===== config.mk =====
export PLATFORM = sky130hd
export DESIGN_NAME = dfi_command_encoder
export DESIGN_NICKNAME = d
export VERILOG_FILES = /design/src/rtl/ddr5_cmd_pkg.sv /design/src/rtl/dfi_command_encoder.sv
export SDC_FILE = /design/constraint.sdc
export NUM_CORES = 1
export LEC_CHECK = 0
export ABC_AREA = 1
export BUFFER_PORTS_ARGS = -buffer_cell sky130_fd_sc_hd__buf_2
export CAP_MARGIN = 5
export CORE_UTILIZATION = 40
export CTS_BUF_LIST = sky130_fd_sc_hd__clkbuf_4 sky130_fd_sc_hd__clkbuf_8 sky130_fd_sc_hd__clkbuf_16
export CTS_CLUSTER_SIZE = 10
export DETAILED_ROUTE_END_ITERATION = 7
export PLACE_DENSITY_LB_ADDON = 0.3
export SLEW_MARGIN = 0
export SYNTH_ARGS = -nofsm -noshare
export SYNTH_HDL_FRONTEND = slang
export SYNTH_SLANG_ARGS = --single-unit

===== constraint.sdc =====
create_clock -name i_clock -period 2.3 [get_ports i_clock]
set_input_delay 0 -clock i_clock [delete_from_list [all_inputs] [get_ports i_clock]]
set_output_delay 0 -clock i_clock [all_outputs]
set_load 0.01 [all_outputs]

===== src/rtl/ddr5_cmd_pkg.sv =====
// Shared DDR5 command encodings and the encoder state type for the
// controller-side command path.
package ddr5_cmd_pkg;

    localparam logic [4:0] CMD_MRW = 5'b00101;
    localparam logic [4:0] CMD_WR  = 5'b01101;

    localparam int CA_CANCEL_BIT = 10;
    localparam int CA_BL_BIT     = 5;

    typedef enum logic {
        TYPE_WRITE = 1'b0,
        TYPE_MRW   = 1'b1
    } cmd_type_e;

    typedef enum logic [1:0] {
        ST_IDLE    = 2'd0,
        ST_CMD_1ST = 2'd1,
        ST_CMD_2ND = 2'd2,
        ST_GAP     = 2'd3
    } state_e;

endpackage


===== src/rtl/dfi_command_encoder.sv =====
// Two-cycle DDR5 MRW/WRITE command encoder: drives both command halves onto
// the DFI address/chip-select bus, then holds deselect for a programmable gap.
module dfi_command_encoder
    import ddr5_cmd_pkg::*;
#(
    parameter int NUM_RANK   = 1,
    parameter int GAP_CYCLES = 0,
    parameter int RANK_W     = (NUM_RANK > 1) ? $clog2(NUM_RANK) : 1
) (
    input  logic                i_clock,
    input  logic                i_reset,
    input  logic                i_enable,
    input  logic                req_valid,
    output logic                req_ready,
    input  logic                req_cmd,
    input  logic [RANK_W-1:0]   req_rank,
    input  logic [7:0]          req_mr,
    input  logic [7:0]          req_op,
    input  logic [8:0]          req_wr_a1,
    input  logic [13:0]         req_wr_a2,
    input  logic                req_bl_default,
    output logic [13:0]         dfi_address,
    output logic [NUM_RANK-1:0] dfi_cs_n,
    output logic                rank_err
);

    localparam int CNT_W = (GAP_CYCLES > 0) ? $clog2(GAP_CYCLES + 1) : 1;
    localparam logic [CNT_W-1:0] GAP_LOAD = CNT_W'((GAP_CYCLES > 0) ? GAP_CYCLES - 1 : 0);

    state_e                state_reg, state_next;
    logic [CNT_W-1:0]      cnt_reg, cnt_next;
    logic [13:0]           addr_reg, addr_next;
    logic [NUM_RANK-1:0]   cs_reg, cs_next;
    logic                  err_reg, err_next;
    logic [13:0]           second_reg, second_next;

    logic [13:0]           first_addr;
    logic [13:0]           second_addr;
    logic [NUM_RANK-1:0]   first_cs;
    logic                  rank_bad;
    logic                  accept;

    assign req_ready = (state_reg == ST_IDLE) && i_enable && !i_reset;
    assign accept    = req_valid && req_ready;
    assign rank_bad  = (32'(req_rank) >= NUM_RANK);

    // An out-of-range rank matches no select bit, so every chip select stays high.
    generate
        for (genvar gi = 0; gi < NUM_RANK; gi++) begin : g_cs
            assign first_cs[gi] = (32'(req_rank) != gi);
        end
    endgenerate

    // Both halves are formed at accept time; the second half is latched so
    // later request changes cannot disturb the command in flight.
    always_comb begin
        first_addr  = {req_wr_a1, CMD_WR};
        second_addr = req_wr_a2;
        second_addr[CA_BL_BIT] = req_bl_default;
        if (cmd_type_e'(req_cmd) == TYPE_MRW) begin
            first_addr  = {1'b0, req_mr, CMD_MRW};
            second_addr = {6'b0, req_op};
            second_addr[CA_CANCEL_BIT] = 1'b0;
        end
    end

    always_comb begin
        state_next  = state_reg;
        cnt_next    = cnt_reg;
        addr_next   = addr_reg;
        cs_next     = cs_reg;
        err_next    = err_reg;
        second_next = second_reg;
        if (i_enable) begin
            err_next = 1'b0;
            case (state_reg)
                ST_IDLE: begin
                    addr_next = '0;
                    cs_next   = '1;
                    if (accept) begin
                        state_next  = ST_CMD_1ST;
                        addr_next   = first_addr;
                        cs_next     = first_cs;
                        err_next    = rank_bad;
                        second_next = second_addr;
                    end
                end
                ST_CMD_1ST: begin
                    state_next = ST_CMD_2ND;
                    addr_next  = second_reg;
                    cs_next    = '1;
                end
                ST_CMD_2ND: begin
                    addr_next = '0;
                    cs_next   = '1;
                    if (GAP_CYCLES == 0) begin
                        state_next = ST_IDLE;
                    end else begin
                        state_next = ST_GAP;
                        cnt_next   = GAP_LOAD;
                    end
                end
                ST_GAP: begin
                    if (cnt_reg == '0) begin
                        state_next = ST_IDLE;
                    end else begin
                        cnt_next = cnt_reg - 1'b1;
                    end
                end
                default: state_next = ST_IDLE;
            endcase
        end
    end

    always_ff @(posedge i_clock or posedge i_reset) begin
        if (i_reset) begin
            state_reg  <= ST_IDLE;
            cnt_reg    <= '0;
            addr_reg   <= '0;
            cs_reg     <= '1;
            err_reg    <= 1'b0;
            second_reg <= '0;
        end else begin
            state_reg  <= state_next;
            cnt_reg    <= cnt_next;
            addr_reg   <= addr_next;
            cs_reg     <= cs_next;
            err_reg    <= err_next;
            second_reg <= second_next;
        end
    end

    assign dfi_address = addr_reg;
    assign dfi_cs_n    = cs_reg;
    assign rank_err    = err_reg;

endmodule


== Word level (Yosys, flattened, before mapping) ==
Cells that the tools add are included.

* Bits in writable memories: 0
* Memory bits (read-only): 0
* Memories kept: 0
* Input bits: 46
* Register bits: 33
* Latch bits: 0

* Add/subtract/negate cells: 1
* Reductions and logical operators: 13
* Shifts and indexed selects: 0
* Bitwise logic cells: 0
* Order comparisons: 1
* Div/mod/pow operators: 0
* Multipliers: 0
* Equal/unequal tests: 5
* Muxes and demuxes: 12

{| class="wikitable"
|+ Operators by type and width
! operator !! number
|-
| 14-bit two-way mux || 3
|-
| 14-bit one-hot mux with 3 select lines || 1
|-
| 2-bit one-hot mux with 4 select lines || 1
|-
| 2-bit AND reduction || 3
|-
| 3-bit AND reduction || 2
|-
| 2-bit equality test, second input constant || 2
|-
| 1-bit two-way mux || 4
|-
| 2-bit two-way mux || 2
|-
| 2-bit != test, second input constant || 2
|-
| 1-bit logical AND || 3
|-
| 3-bit nonzero test || 1
|-
| 2-bit by 1-bit equality test with 1-bit output, second input constant || 1
|-
| 2-bit logical NOT || 1
|-
| 1-bit one-hot mux with 2 select lines || 1
|-
| 2-bit nonzero test || 1
|-
| 2-bit OR reduction || 1
|-
| 1-bit greater-or-equal comparator, second input constant || 1
|-
| 1-bit logical NOT || 1
|-
| 1-bit subtractor, second input constant || 1
|}

== Logic depth before layout (Yosys ltp) ==
* Word-level depth: 6
* Gate-level depth with buffers: 9
* Gate-level depth less buffers: 9

== Worst setup path after synthesis ==
No wires, ideal clock.

* Path type: input -> register
* Start point: in i_reset
* End point: reg second_reg[2]
* Stages: 5
* Arrival time: 1.375 ns
* Data required time: 2.170 ns
* Setup time: 0.130 ns
* Slack: 0.795 ns
* Path through: inv_1 -> nand3_4 -> nor2_8 -> clkbuf_2 -> o21ai_0

* Word-level cells in the longest chain between the ends: 4

{| class="wikitable"
|+ Ends and longest elaborated chain
! element !! line !! source
|-
| from (decl) || dfi_command_encoder.sv:11 || <nowiki>input logic i_reset,</nowiki>
|-
| 1-bit logical NOT (no line) || -- ||
|-
| 1-bit logical AND || dfi_command_encoder.sv:43 || <nowiki>assign req_ready = (state_reg == ST_IDLE) && i_enable && !i_reset;</nowiki>
|-
| 1-bit logical AND || dfi_command_encoder.sv:44 || <nowiki>assign accept = req_valid && req_ready;</nowiki>
|-
| 3-bit AND reduction (no line) || -- ||
|-
| to (signal assigned) || dfi_command_encoder.sv:129 || <nowiki>second_reg <= second_next;</nowiki>
|-
| to (decl) || dfi_command_encoder.sv:35 || <nowiki>logic [13:0] second_reg, second_next;</nowiki>
|}

No other way between the ends.
A chain may end at the register's enable or synchronous reset.

== Final worst setup path ==
* Start point: reg state_reg[1]
* End point: reg second_reg[6]

* Word-level cells in the longest chain between the ends: 5

{| class="wikitable"
|+ Ends and longest elaborated chain
! element !! line !! source
|-
| from (decl) || dfi_command_encoder.sv:30 || <nowiki>state_e state_reg, state_next;</nowiki>
|-
| from (signal assigned) || dfi_command_encoder.sv:124 || <nowiki>state_reg <= state_next;</nowiki>
|-
| 2-bit logical NOT (*) || dfi_command_encoder.sv:43, dfi_command_encoder.sv:76 ||
|-
| 1-bit logical AND (2 in series) || dfi_command_encoder.sv:43 ||
|-
| 1-bit logical AND || dfi_command_encoder.sv:44 ||
|-
| 3-bit AND reduction (no line) (*) || -- ||
|}

Mark *: on every way between the ends. The rest lies on a longest branch, timed or not.

==> flow_metrics.tcl <==
set metrics [dict create \
    num_antenna_cells 0 \
    die_h_um 68.58 \
    wl_mm 4.016 \
    ys_warn_count 0 \
    vias 1590 \
    grt_overflow_total 0 \
    dr_wl_met3_um 170 \
    layout_min_cycle_time_ns 1.697 \
    clk_path_buf_depth 2 \
    min_path_type "primary input to register" \
    grt_max_degree 38 \
    drc 0 \
    yosys-top-cells-area "dfrtp_1 (44%), o21ai_0 (8.2%), nand2_1 (7.8%), inv_1 (6.4%), nand3_1 (4.2%)" \
    critPathKind "register to register" \
    top_layer "met4" \
    fin_tns_setup_ns 0 \
    ys_types 32 \
    post_drt_via_cell_ratio 4.746 \
    drtIter0Drc 62 \
    path_clk_slew_ns 0.07 \
    start_kind "register" \
    synth_edf_count 0 \
    final_area_mm2 0.002287 \
    initial_core_util_pct 43.08 \
    synth_seq_cells 32 \
    wire_per_inst_um 11.99 \
    hold_viol 0 \
    dp.cells 314 \
    setup-violations-final 0 \
    fin_cells 335 \
    yosys.area_share.simple_pct 23.85 \
    wl_met1_mm 1.910 \
    synth_compound_gate_area_share_pct 16.58 \
    htree_levels 2 \
    syn-cell-area_mm2 0.001773 \
    ios 63 \
    postCtsSetupBuffers 0 \
    place_congestion 0.7343 \
    dp_hpwl_mm 2.567 \
    wl_met2_mm 1.852 \
    grt_antenna_before_repair 0 \
    fmax_mhz 589.3 \
    synth.largest_area_cell "dfrtp_1" \
    syn_avg_cell_area_um2 8.324 \
    synthesis.nets 263 \
    cts.repair.resized 0 \
    synth-async-reset-ratio_pct 100.0 \
    endpoint_kind "register" \
    synthTopCellsByCount "nand2_1 (37), dfrtp_1 (31), inv_1 (30)" \
    worstPathRequired_ns 2.51 \
    worst_pin_slew_ns 0.5540 \
    ir_drop_mv 0.3080 \
    cp.arrival_ns 1.91 \
    timing.slew.headroom_pct 62.98 \
    dieArea_mm2 0.004703 \
    p_per_area_mw_per_mm2 873.0 \
    die_x_um 68.58 \
    fin_crit_sh_pct 73.78 \
    antenna_left 0 \
    grt_use_total_pct 19.47 \
    yosysSeqAreaShare_pct 45.24 \
    synth_xor_area_share_pct 0 \
    synth_top_family_by_area "simple AND/OR/NAND/NOR gates" \
    reg2reg_depth 6 \
    grt_first_pass_wirelength_mm 6.541 \
    synthMuxAreaShare_pct 0 \
    first_global_vias 1496 \
    cp_max_fo 37 \
    layout-drive-gt1-share_pct 32.28 \
    dr.pass1.iters 4 \
    rsz0062_at_grt "no" \
    io_buffers 61 \
    rows 23 \
    syn2layout_area_growth_pct 29.00 \
    worst_clock_skew_ns 0.002907 \
    synth_flop_cell "dfrtp_1" \
    clock-sinks 32 \
    netlist_instances 213 \
    synthAdderAreaFrac_pct 2.823 \
    synth_top_area_share_pct 43.75 \
    cts_made_buffers 5 \
    synth.most_common_cell "nand2_1" \
    final_nets 334 \
    leakage_nw 1.199 \
    cts_root_buffer "clkbuf_8" \
    status "finished, final reports clean" \
    drv_cap 0 \
    holdBufCountCts 13 \
    clock_latency_ns 0.28 \
    core_mm2 0.004115 \
    hold_depth 3 \
    post_dp_cell_area_mm2 0.002064 \
    slew_violations 0 \
    cts_tree "built" \
]
power breakdown:
part / switching, W / total [W] / internal [W]
Combinational: 0.000430 / 0.000692 / 0.000262
Clock: 0.000210 / 0.000449 / 0.000238
Sequential: 0.0000840 / 0.000856 / 0.000772
cell usage in the layout, fill, tap and decap left out, drive strengths merged, types with 2 or more instances in the layout:
| cell | count |
|---|---|
| buf | 62 |
| nand2 | 38 |
| inv | 32 |
| dfrtp | 31 |
| o21ai | 30 |
| nand3 | 20 |
| nor2 | 17 |
| dlygate4sd3 | 13 |
| a21oi | 12 |
| or2 | 8 |
| clkbuf | 6 |
| o211ai | 6 |
| ha | 4 |
| clkinv | 2 |
layer usage:
metal	GRT usage (%)	vias up
met1	23.04	715
li1	-	822
met2	33.46	45
met4	10.16	0
met5	0	-
met3	3.454	8
cell type report:
class,instances,area [µm²]
clock inverter,2,10.01
sequential,32,802.0
clock buffer,6,82.58
inverter,32,120.1
timing repair buffer,75,442.9
tap,50,62.56
fill,411,1828
multi-input combinational,138,767.0
worst paths after layout:
| path | startpoint | to | slack (ns) |
|---|---|---|---|
| worst max-delay path | state_reg[1]$_DFFE_PP0P_ | second_reg[6]$_DFFE_PP0P_ | 0.60 |
| worst min-delay path | req_wr_a2[4] | second_reg[4]$_DFFE_PP0P_ | 0.01 |
| worst max register to register | state_reg[1]$_DFFE_PP0P_ | second_reg[6]$_DFFE_PP0P_ | 0.60 |
| worst min register to register | second_reg[4]$_DFFE_PP0P_ | second_reg[4]$_DFFE_PP0P_ | 0.50 |
| max in group asynchronous | i_reset | dfi_cs_n$_DFFE_PP1P_ | 1.52 |
| min in group asynchronous | i_reset | dfi_address[1]$_DFFE_PP0P_ | 0.45 |
kinds of logic after synthesis:
group,Yosys count
simple gates,84
compound gates,50
buf+inv,43
flops,32
fa+ha+maj,4
through the flow:
stage	worst slack (ns)	hold WS (ns)	total power, W	util, %
2_1_floorplan	0.7951	0.03809	0.001350	-
3_3_place_gp	0.6516	0.2057	0.001523	50.17
3_5_place_dp	0.6112	0.2396	0.001545	50.17
4_1_cts	0.6072	0.007062	0.002015	55.58
5_1_grt	0.4344	0.03174	0.002177	55.58
6_report	0.6031	0.01183	0.001997	55.58
worst max-delay path: stages, from the launching register on:
cell	delay (ns)
dfrtp_1	0.40
inv_1	0.10
ha_1	0.25
nand3_4	0.12
nor2_8	0.40
o211ai_1	0.21
o21ai_0	0.12
No activity file was read; power rests on OpenSTA's default activity.
